**config.mk**
```make
export PLATFORM = sky130hd
export DESIGN_NAME = inv_mix_columns_seq
export DESIGN_NICKNAME = d
export VERILOG_FILES = /design/src/rtl/inv_mix_columns_seq.sv
export SDC_FILE = /design/constraint.sdc
export NUM_CORES = 1
export LEC_CHECK = 0
export ABC_AREA = 1
export BUFFER_PORTS_ARGS = -buffer_cell sky130_fd_sc_hd__buf_2
export CAP_MARGIN = 10
export CORE_MARGIN = 10
export CORE_UTILIZATION = 48
export DETAILED_ROUTE_END_ITERATION = 16
export PLACE_DENSITY_LB_ADDON = 0.12
export SYNTH_ARGS = -nofsm -noshare
export SYNTH_HDL_FRONTEND = slang
export SYNTH_SLANG_ARGS = --single-unit
```
**constraint.sdc**
```tcl
create_clock -name i_clk -period 6.5 [get_ports i_clk]
set_input_delay 1.3 -clock i_clk [delete_from_list [all_inputs] [get_ports i_clk]]
set_output_delay 1.3 -clock i_clk [all_outputs]
set_load 0.01 [all_outputs]
```
**src/rtl/inv_mix_columns_seq.sv**
```systemverilog
// Sequential AES InvMixColumns over a 128-bit state, COLS_PER_CYCLE columns per clock.
// Latency: result valid 4/COLS_PER_CYCLE edges after accept; one block every 4/COLS_PER_CYCLE+1 cycles.
// Backpressure: result held in DONE until i_ready; o_ready follows i_ready only in DONE.
module inv_mix_columns_seq #(
    parameter int COLS_PER_CYCLE = 1
) (
    input  logic         i_clk,
    input  logic         i_rst,
    input  logic         i_valid,
    output logic         o_ready,
    input  logic [127:0] i_block,
    output logic         o_valid,
    input  logic         i_ready,
    output logic [127:0] o_block,
    output logic         o_busy
);

    // Only widths that divide the four columns evenly are meaningful.
    generate
        if (COLS_PER_CYCLE != 1 && COLS_PER_CYCLE != 2 && COLS_PER_CYCLE != 4) begin : g_bad_cols
            $error("inv_mix_columns_seq: COLS_PER_CYCLE must be 1, 2 or 4");
        end
    endgenerate

    typedef enum logic [1:0] {
        S_IDLE = 2'd0,
        S_CALC = 2'd1,
        S_DONE = 2'd2
    } state_t;

    // Column step as a 3-bit value so the carry out marks the final column group.
    localparam logic [2:0] COLS_STEP = 3'(COLS_PER_CYCLE);

    // Multiply by x in GF(2^8) modulo 0x11B.
    function automatic logic [7:0] gf_xtime(input logic [7:0] a);
        return {a[6:0], 1'b0} ^ (8'h1b & {8{a[7]}});
    endfunction

    // InvMixColumns of one word; b0 is the most significant byte.
    function automatic logic [31:0] inv_mix_col(input logic [31:0] w);
        logic [7:0] b  [4];
        logic [7:0] x2 [4];
        logic [7:0] x4 [4];
        logic [7:0] x8 [4];
        logic [7:0] m9 [4];
        logic [7:0] mb [4];
        logic [7:0] md [4];
        logic [7:0] me [4];
        for (int i = 0; i < 4; i++) begin
            b[i]  = w[31-8*i -: 8];
            x2[i] = gf_xtime(b[i]);
            x4[i] = gf_xtime(x2[i]);
            x8[i] = gf_xtime(x4[i]);
            m9[i] = x8[i] ^ b[i];
            mb[i] = x8[i] ^ x2[i] ^ b[i];
            md[i] = x8[i] ^ x4[i] ^ b[i];
            me[i] = x8[i] ^ x4[i] ^ x2[i];
        end
        return {me[0] ^ mb[1] ^ md[2] ^ m9[3],
                m9[0] ^ me[1] ^ mb[2] ^ md[3],
                md[0] ^ m9[1] ^ me[2] ^ mb[3],
                mb[0] ^ md[1] ^ m9[2] ^ me[3]};
    endfunction

    state_t         state_q,   state_d;
    logic [1:0]     col_q,     col_d;
    logic [127:0]   work_q,    work_d;
    logic           o_valid_q, o_valid_d;
    logic [127:0]   o_block_q, o_block_d;
    logic           busy_q,    busy_d;

    logic [127:0]   calc_work;
    logic [2:0]     col_sum;
    logic           accept;

    // Ready in IDLE, or in DONE when the result is being taken this cycle; never during reset.
    assign o_ready = !i_rst && ((state_q == S_IDLE) || ((state_q == S_DONE) && i_ready));
    assign accept  = i_valid && o_ready;

    assign o_valid = o_valid_q;
    assign o_block = o_block_q;
    assign o_busy  = busy_q;

    // Transform the current column group in place; col_q is always a multiple of the step.
    always_comb begin
        calc_work = work_q;
        col_sum   = {1'b0, col_q} + COLS_STEP;
        for (int c = 0; c < COLS_PER_CYCLE; c++) begin
            calc_work[(3 - int'(col_q) - c)*32 +: 32] =
                inv_mix_col(work_q[(3 - int'(col_q) - c)*32 +: 32]);
        end
    end

    // Next-state and registered-output logic for the IDLE/CALC/DONE sequencer.
    always_comb begin
        state_d   = state_q;
        col_d     = col_q;
        work_d    = work_q;
        o_valid_d = o_valid_q;
        o_block_d = o_block_q;
        case (state_q)
            S_IDLE: begin
                if (accept) begin
                    work_d  = i_block;
                    col_d   = 2'd0;
                    state_d = S_CALC;
                end
            end
            S_CALC: begin
                work_d = calc_work;
                col_d  = col_sum[1:0];
                // Carry out means column 3 was just processed.
                if (col_sum[2]) begin
                    o_block_d = calc_work;
                    o_valid_d = 1'b1;
                    state_d   = S_DONE;
                end
            end
            S_DONE: begin
                if (i_ready) begin
                    o_valid_d = 1'b0;
                    if (accept) begin
                        work_d  = i_block;
                        col_d   = 2'd0;
                        state_d = S_CALC;
                    end else begin
                        state_d = S_IDLE;
                    end
                end
            end
            default: begin
                state_d   = S_IDLE;
                o_valid_d = 1'b0;
            end
        endcase
        busy_d = (state_d == S_CALC);
    end

    // State registers with synchronous reset; reset discards any in-flight block.
    always_ff @(posedge i_clk) begin
        if (i_rst) begin
            state_q   <= S_IDLE;
            col_q     <= 2'd0;
            work_q    <= '0;
            o_valid_q <= 1'b0;
            o_block_q <= '0;
            busy_q    <= 1'b0;
        end else begin
            state_q   <= state_d;
            col_q     <= col_d;
            work_q    <= work_d;
            o_valid_q <= o_valid_d;
            o_block_q <= o_block_d;
            busy_q    <= busy_d;
        end
    end

endmodule

```
==> results.env <==
GRT_PASS1_VIAS=18800
CLKTRANSATPATHREGS_NS=0.07
HOLDBUFCOUNTCTS=0
YOSYSTOPAREACELLSHARE_PCT=30.0
DETAILEDROUTE.FIRSTITERATIONVIOLATIONS=2957
FLOORPLAN.DIE.WIDTH_MICRONS=211
WORST_SKEW_LATE_LATENCY_NS=0.61
NNETSFINAL=3097
RSZ_0062_RAISED_AFTER_GLOBAL_ROUTING='false'
MOST-COMMON-LAYOUT-CELLS='sky130_fd_sc_hd__nand2_1, sky130_fd_sc_hd__dfxtp_1, sky130_fd_sc_hd__buf_2'
STATUS='complete, no violations'
ROUTE.ANTENNA.REMAINING_NETS=0
GPL.FINAL_WEIGHTED_CONGESTION=1.03
MIN-DELAY-PATH-CLASS='flip-flop to flip-flop'
IR_DROP_mV=0.239
TRACK_USAGE_PCT=34.2
AREA_GROWTH_PCT=14.3
CTS_SETUP_BUFFERS=0
HPWL_MM=58.7
SYNTH_FP_NETS=2953
UTILIZATION_PCT=55.9
FINAL_COMMON_CELL='sky130_fd_sc_hd__nand2_1'
TIMING.CRITICAL_PATH.FROM_TYPE='flip-flop'
POSTCTSRESIZEDCELLS=0
VIAS_PER_CELL=5.86
YS_WARN_COUNT=0
GLOBALROUTE.TOTALOVERFLOW=0
MAX_CAP_VIOLATIONS=0
FP.COREAREA_SQ_MM=0.0357
FRACTION_OF_FINAL_LAYOUT_CELLS_SIZED_BEYOND_DRIVE_STRENGTH_1_PCT=14.3
SETUP_TOTAL_NEGATIVE_SLACK_NS=0
TIMING.FINAL.SETUP_VIOLATIONS=0
CPMAXSTAGEDELAYCELL='sky130_fd_sc_hd__xor2_1'
CP_SLOWEST_STAGE_DELAY_NS=0.97
SYNTH.AREA.TOP_CELLS='sky130_fd_sc_hd__dfxtp_1, sky130_fd_sc_hd__nand2_1, sky130_fd_sc_hd__nand3_1, sky130_fd_sc_hd__a21oi_1, sky130_fd_sc_hd__o21ai_0'
FINAL.HOLD.WORST_SLACK_NS=0.492
SYNTH_TOP_AREA_CELL='sky130_fd_sc_hd__dfxtp_1'
CLOCK.FMAX_MHz=209
NUM_PORTS=263
NETLIST-CELL-TYPE-COUNT=39
TRITONCTS='yes'
LAYOUT_WORST_PATH_CYCLE_SHARE_PCT=73.6
CRITPATHARRIVALTIME_NS=5.30
PIN_COUNT_OF_THE_BIGGEST_NET_ENTERING_GLOBAL_ROUTING=120
TIMING_HOLD_VIOLATIONS_FINAL=0
SETUP.WORST_PATH.CLASS='flip-flop to flip-flop'
TIMING_MAX_TRANSITION_VIOLATIONS_FINAL=0
CP_MAX_FO=101
CLK_ROOT_BUFFER_CELL='sky130_fd_sc_hd__clkbuf_16'
CP_DATA_REQUIRED_TIME_NS=7.02
P_PER_AREA_mW_PER_MM2=350
DRT_WL_TOTAL_MM=78.7
SYN-CELL-AREA_SQ_MM=0.0175
CTS_BUFFERS=30
FIRSTDRTPASSITERS=7
NUMBER_OF_ROWS_IN_THE_CORE_AREA=69
MAX_SLEW_MARGIN_PCT=16.4
PORTBUFFERS=262
VIAS=20200
AVGSYNTHCELLAREA_SQ_UM=6.21
SYNTH_SEQ_CELLS=262
GLOBAL_ROUTE_WIRE_LENGTH_BEFORE_REPAIR_MM=118
FIN_TOTAL_PWR_uW=7000
POST-ROUTE-MIN-PERIOD_NS=4.78
PATH_CELLS='clkinv_2 -> buf_12 -> nand2_1 -> nand3_1 -> nand2_2 -> nand3_1 -> nand2_2 -> xor2_1 -> xor2_1 -> xor2_1 -> nand3_1 -> o21ai_1 -> nand2_1 -> a21oi_1'
SYNTH_SEQUENTIAL_AREA_RATIO_PCT=30.0
ROUTED_WIRE_LENGTH_PER_INSTANCE_MICRONS=22.9
WORST_MARGIN_SLEW_NS=1.25
SYN-INSTANCE-COUNT=2816
TIMING.CLOCK.SKEW_NS=0.0219
DIE_H_MICRONS=211
SORT_OF_ELEMENT_AT_THE_END_OF_THE_CRITICAL_PATH='flip-flop'
NUMCLOCKSINKS=262
MAX-CLOCK-PATH-BUFFERS=3
DESIGN.DIE.AREA_SQ_MM=0.0445
POWER.LEAKAGE_uW=0.0101
ANTENNA_FOUND_INITIAL=1
DRC=0
HTREEDEPTH=1
INITIAL_UTILIZATION_PCT=49.0
[metal layers]
layer  GRT usage, %  wire [microns]  vias to the layer above
li1               -               -                     9341
met1           45.5           31900                     9458
met2           51.5           33900                     1169
met3           6.84            8430                      206
met4           17.6            4490                        0
met5              0               0                        -
[power by group]
part / switching [uW] / internal, uW / total [uW]
Clock: 758 / 1160 / 1920
Combinational: 2490 / 829 / 3320
Sequential: 94.1 / 1670 / 1770
Total: 3340 / 3660 / 7000
[logic make-up after synthesis]
kind of cell               after synthesis  synth area share [%]
xor gates and xnor gates               134                  7.16
and+or+nand+nor                       1388                  33.2
adders and majority gates                5                 0.358
buffers and inverters                  435                  9.95
AOI/OAI and AO/OA                      592                  19.3
DFF                                    262                  30.0
[final cells by class]
cell class,count,area [sq um]
clock buffers,38,841
multi-input cells,2119,10600
inverters,262,990
diodes,1,2.50
flip-flops and latches,262,5250
fillers,3632,15700
repair buffers,285,1510
clock inverters,16,279
well taps,461,577
[synth_stat cells, drive strengths merged]
cell type	instances
clkinv	4
nor4	1
a21o	1
or2	6
a221oi	1
nand3	221
nand3b	8
xnor2	54
o21bai	121
nor2	170
inv	258
clkbuf	130
o221ai	6
a32o	14
o211ai	4
o21ai	234
o22ai	6
nand4	39
ha	5
buf	43
a22oi	1
dfxtp	262
nand2	940
xor2	80
a21oi	204
nor3	3
[state kept, by name, summed over array words and instances (netlist names)]
name / cells
col_q: 2
o_block: 128
o_busy: 1
o_valid: 1
state_q: 2
work_q: 128
[final timing paths]
check	from	to	slack, ns	depth (start not counted)
max	col_q[0]	work_q[73]	1.72	14
max reg2reg	col_q[0]	work_q[73]	1.72	14
min	work_q[108]	work_q[108]	0.49	2
min reg2reg	work_q[108]	work_q[108]	0.49	2
[critical path, delay by kind of cell (launching register included)]
kind	cells	cell delay [ns]
xor gates and xnor gates	3	1.39
and+or+nand+nor	7	1.29
buffers and inverters	2	0.80
DFF	1	0.76
AOI/OAI and AO/OA	2	0.39
[through the flow]
step                setup slack (ns)  std cells  area [sq um]
floorplan                       2.89       2816         17500
CTS                             1.94       3443         20000
global route                    1.70       3443         20000
detailed placement              1.94       3389         18900
global placement                2.14       3389         18900
finish                          1.72       3444         20000
Note: power is estimated with default switching activity, not from simulation.
